**src/rtl/fp_mantissa_divider_pkg.sv**
```systemverilog
`default_nettype none
// ============================================================================
// Module   : fp_mantissa_divider_pkg
// Brief    : FP divide widths and unsigned-division interface structs.
// Revision : 1.0
// ============================================================================
package fp_mantissa_divider_pkg;

  localparam int FRAC_WIDTH   = 52;
  localparam int FP_DIV_WIDTH = FRAC_WIDTH + 3;

  typedef logic [FRAC_WIDTH-1:0]   frac_t;
  typedef logic [FP_DIV_WIDTH-1:0] div_word_t;

  typedef struct packed {
    logic      start;
    div_word_t dividend;
    div_word_t divisor;
  } div_in_t;

  typedef struct packed {
    div_word_t quotient;
    div_word_t remainder;
    logic      done;
  } div_out_t;

  typedef enum logic [0:0] {
    ST_IDLE = 1'b0,
    ST_BUSY = 1'b1
  } div_state_t;

endpackage
`default_nettype wire

```
**src/rtl/fp_mantissa_divider.sv**
```systemverilog
`default_nettype none
// ============================================================================
// Module   : fp_mantissa_divider
// Brief    : Iterative radix-2 restoring mantissa divider, one quotient bit/cycle.
// Revision : 1.0
// ============================================================================
module fp_mantissa_divider
  import fp_mantissa_divider_pkg::*;
#(
  parameter int  DATA_WIDTH = FP_DIV_WIDTH,
  parameter type IN_T       = div_in_t,
  parameter type OUT_T      = div_out_t
) (
  input  logic clk,
  input  logic rst,
  input  IN_T  div_input,
  output OUT_T div_output
);

  localparam int                c_CNT_W    = $clog2(DATA_WIDTH);
  localparam logic [c_CNT_W-1:0] c_CNT_LAST = c_CNT_W'(DATA_WIDTH - 1);

  div_state_t              r_state;
  div_state_t              w_state_next;
  logic [DATA_WIDTH:0]     r_pr;
  logic [DATA_WIDTH-1:0]   r_div;
  logic [DATA_WIDTH-1:0]   r_quo;
  logic [c_CNT_W-1:0]      r_cnt;
  logic                    r_done;
  logic                    w_last;
  logic [DATA_WIDTH+1:0]   w_diff;
  logic                    w_bit;
  logic [DATA_WIDTH:0]     w_pr_sub;

  // Conditional-subtract step; the sign of the widened difference is the quotient bit.
  always_comb begin
    w_diff   = {1'b0, r_pr} - {2'b00, r_div};
    w_bit    = ~w_diff[DATA_WIDTH+1];
    w_pr_sub = w_bit ? w_diff[DATA_WIDTH:0] : r_pr;
  end

  always_ff @(posedge clk) begin
    if (rst) begin
      r_state <= ST_IDLE;
    end else begin
      r_state <= w_state_next;
    end
  end

  // A new start pre-empts the final iteration, so the abandoned result never signals done.
  always_comb begin
    w_state_next = r_state;
    w_last       = 1'b0;
    if (div_input.start) begin
      w_state_next = ST_BUSY;
    end else if (r_state == ST_BUSY && r_cnt == '0) begin
      w_state_next = ST_IDLE;
      w_last       = 1'b1;
    end
  end

  always_ff @(posedge clk) begin
    if (rst) begin
      r_pr   <= '0;
      r_div  <= '0;
      r_quo  <= '0;
      r_cnt  <= '0;
      r_done <= 1'b0;
    end else begin
      r_done <= w_last;
      if (div_input.start) begin
        r_pr  <= {1'b0, div_input.dividend};
        r_div <= div_input.divisor;
        r_cnt <= c_CNT_LAST;
      end else if (r_state == ST_BUSY) begin
        r_quo <= {r_quo[DATA_WIDTH-2:0], w_bit};
        if (w_last) begin
          r_pr <= w_pr_sub;
        end else begin
          r_pr  <= {w_pr_sub[DATA_WIDTH-1:0], 1'b0};
          r_cnt <= r_cnt - 1'b1;
        end
      end
    end
  end

  // After the last bit the partial remainder is below the divisor, so it fits W bits.
  always_comb begin
    div_output           = '0;
    div_output.quotient  = r_quo;
    div_output.remainder = r_pr[DATA_WIDTH-1:0];
    div_output.done      = r_done;
  end

endmodule
`default_nettype wire
```
**config.mk**
```make
export PLATFORM = sky130hd
export DESIGN_NAME = fp_mantissa_divider
export DESIGN_NICKNAME = d
export VERILOG_FILES = /design/src/rtl/fp_mantissa_divider_pkg.sv /design/src/rtl/fp_mantissa_divider.sv
export SDC_FILE = /design/constraint.sdc
export NUM_CORES = 1
export LEC_CHECK = 0
export BUFFER_PORTS_ARGS = -buffer_cell sky130_fd_sc_hd__buf_2
export CORE_ASPECT_RATIO = 0.75
export CORE_MARGIN = 3
export CORE_UTILIZATION = 55
export DETAILED_ROUTE_END_ITERATION = 7
export GPL_ROUTABILITY_DRIVEN = 1
export PLACE_DENSITY = 0.79
export REMOVE_ABC_BUFFERS = 1
export SETUP_SLACK_MARGIN = 0.02
export SYNTH_ARGS = -nofsm -noshare
export SYNTH_HDL_FRONTEND = slang
export SYNTH_SLANG_ARGS = --single-unit
```
**constraint.sdc**
```tcl
create_clock -name clk -period 9.77 [get_ports clk]
set_clock_uncertainty 0.05 [all_clocks]
set_input_delay 0 -clock clk [delete_from_list [all_inputs] [get_ports clk]]
set_output_delay 0 -clock clk [all_outputs]
set_load 0.01 [all_outputs]
```
==> impl_results.md <==
- Status: finished, violations left
- Violated checks: hold timing
- Post-route ant nets: 0
- TNS Setup: 0 ps
- Commonest non-fill, non-tap cell in the layout: nand2_1
- Critical path class: reg2reg
- CP endpoint kind: flip-flop
- CTS buffer count: 17
- First-pass GRT wire length: 62.6 mm
- CTS Hold Bufs: ~110
- Initial core utilization: a little under three fifths
- Most frequent cells in the layout: 257 x nand2_1, 221 x buf_2, 180 x a21oi_1
- Drt pass-1 iters: 6
- Wirelength, routed: 39.9 mm
- Max-Cap Viols: 0
- Peak VDD IR: 0.125 mV
- Crit start category: flip-flop
- Top-level I/O count: 224
- CTS tree: yes
- Worst r2r path cells: 14
- RSZ-0062 raised after global routing: false
- Initial antenna violation count: 0
- Slew @ Worst Pin: 1030 ps
- Synth Instances: 1600
- R2R setup slack: 4930 ps
- Clock Latency Late Sink: 450 ps
- Synth async-reset ratio: 0%
- Placed cells: 1958
- Worst EP required: 10060 ps
- Fraction of layout cells with a size suffix above 1: approximately 16%
- Final period util: 49.5%
- Largest net degree at the start of global routing: 90
- Number of global-route vias before repair: about 12000
- CTS root buf: clkbuf_16
- Synthesized area: 11900 µm²
- Sink Count: 174
- Setup bufs post-CTS: 0
- Syn avg cell area: 7.45 µm²
- Normalized max-slew margin: 30.8%
- Max Fclk: 0.207 GHz
- Gr ovfl total: 0
- Die height: roughly 130 µm
- CP Max Fanout: 20
- Pleak: 6.27 nW
- Htree depth: 4
- Die area: around 24000 µm²
- Worst-path clk slew: 70 ps
- Final Hold Fails: 1
- Predominant post-synthesis flop cell: dfxtp_1
- DRC viols: 0
- Synth cell types: 79
- Deepest clock path buffer count: 2
- Setup Viol. Count Final: 0
- Final min period: 4840 ps
- Post-synth EDFFs: 0
- Gpl congestion: roughly 1.0
- Post-synthesis sequential area ratio: 29.2%
- Post-cts gate resize count: 0
- PwrDens: 174 nW/µm²
- DR iter-0 viols: approximately 1500
- Port bufs: 223
- Row cnt: 45
- Non-filler instance count after layout: 2097
- Yosys warnings: 0
- Total GRT Usage: around a third
- Routed len/inst: 19.0 µm
- Die Span X: 176 µm
- Nets: around 2000
- Hold crit path type: in2reg
- Hold WS: -5.35 ps
- Post-synthesis register bit count: 174
- Via Count: 12705
- Hold Crit Depth: 3
- Area Growth Syn to Fin: 19.5%
- N_diodes: 0
- HPWL after detailed placement: 27.1 mm
- Core Area: 20800 µm²
- Slew Viols, Final: 0
- Via density: 6.06
- Arrival @ worst endpoint: 5130 ps
==> critical path, stage by stage, from the launching register on <==
cell	delay [ps]
dfxtp_1	360
inv_1	70
ha_1	220
fa_1	410
nor2b_1	210
o311a_1	280
o2111ai_1	220
a31oi_2	370
o2111ai_2	220
nand2_1	740
buf_4	440
o21ai_1	340
a221oi_1	390
o31ai_1	120
o221a_2	260
==> stage by stage <==
stage	area, µm²	util (%)	setup WS [ps]	total power, mW	hold slack, ps
after floorplan	11000	-	4700	1.47	14.6
after global placement	12600	60.8	5320	1.75	184
after detailed placement	12600	60.8	5120	1.76	194
after CTS	14200	68.6	5090	2.44	11.3
after global routing	14200	68.6	4790	2.60	21.3
final	14200	68.6	4930	2.48	-5.35
==> worst paths after layout <==
path	start	endpoint
setup / recovery	r_pr[0]$_SDFFE_PP0P_	r_pr[46]$_SDFFE_PP0P_
hold / removal	div_input[110]	r_pr[2]$_SDFFE_PP0P_
setup reg to reg	r_pr[0]$_SDFFE_PP0P_	r_pr[46]$_SDFFE_PP0P_
hold reg to reg	r_quo[54]$_SDFFE_PP0P_	r_quo[54]$_SDFFE_PP0P_
==> Yosys cell counts (28+ instances only) <==
cell	number	area share [%]
ha_1	56	5.9
inv_1	75	2.4
dfxtp_1	174	29
nor2_1	151	4.8
nand2_1	258	8.1
a21oi_1	180	7.6
clkbuf_1	70	2.2
mux2i_1	70	5.9
a21o_1	32	2.0
buf_4	58	3.7
o21ai_0	61	2.6
a211oi_1	28	1.8
nand3_1	34	1.4
==> sequential cells by signal, summed over array words and instances, names as in the netlist <==
signal   cells
r_pr        56
r_div       55
r_quo       55
r_cnt        6
r_done       1
r_state      1
==> cells by family after synthesis <==
logic type      count (synthesis)  share of synthesized area [%]
compound gates                466                           25.4
mux                            74                           6.25
flops                         174                           29.2
fa+ha+maj                      57                           6.04
simple gates                  547                           19.8
xor+xnor                       48                           3.53
buf+inv                       234                           9.76
==> cell type report <==
type	count	area, µm²
multi-input combinational	1192	7290
clock buffer	21	470
tap	282	353
sequential	174	3480
clock inverter	11	85.1
timing repair buffer	341	2280
fill	1789	6530
inverter	76	285
==> report_power, final <==
part	total [mW]	leakage, nW	internal, mW	switching (mW)
combinational	1.03	4.59	0.390	0.642
sequential	0.791	1.43	0.750	0.0412
clock	0.655	0.254	0.347	0.308
total	2.48	6.27	1.49	0.991
==> layer usage <==
metal,GRT usage (%),up-vias,share of wire (%)
met5,0,-,0
met4,10.1,0,2.3
met3,6.81,86,11
met2,48.9,764,42
met1,47.5,5853,44
li1,-,6002,-
Power figures use the tool's default switching activity.
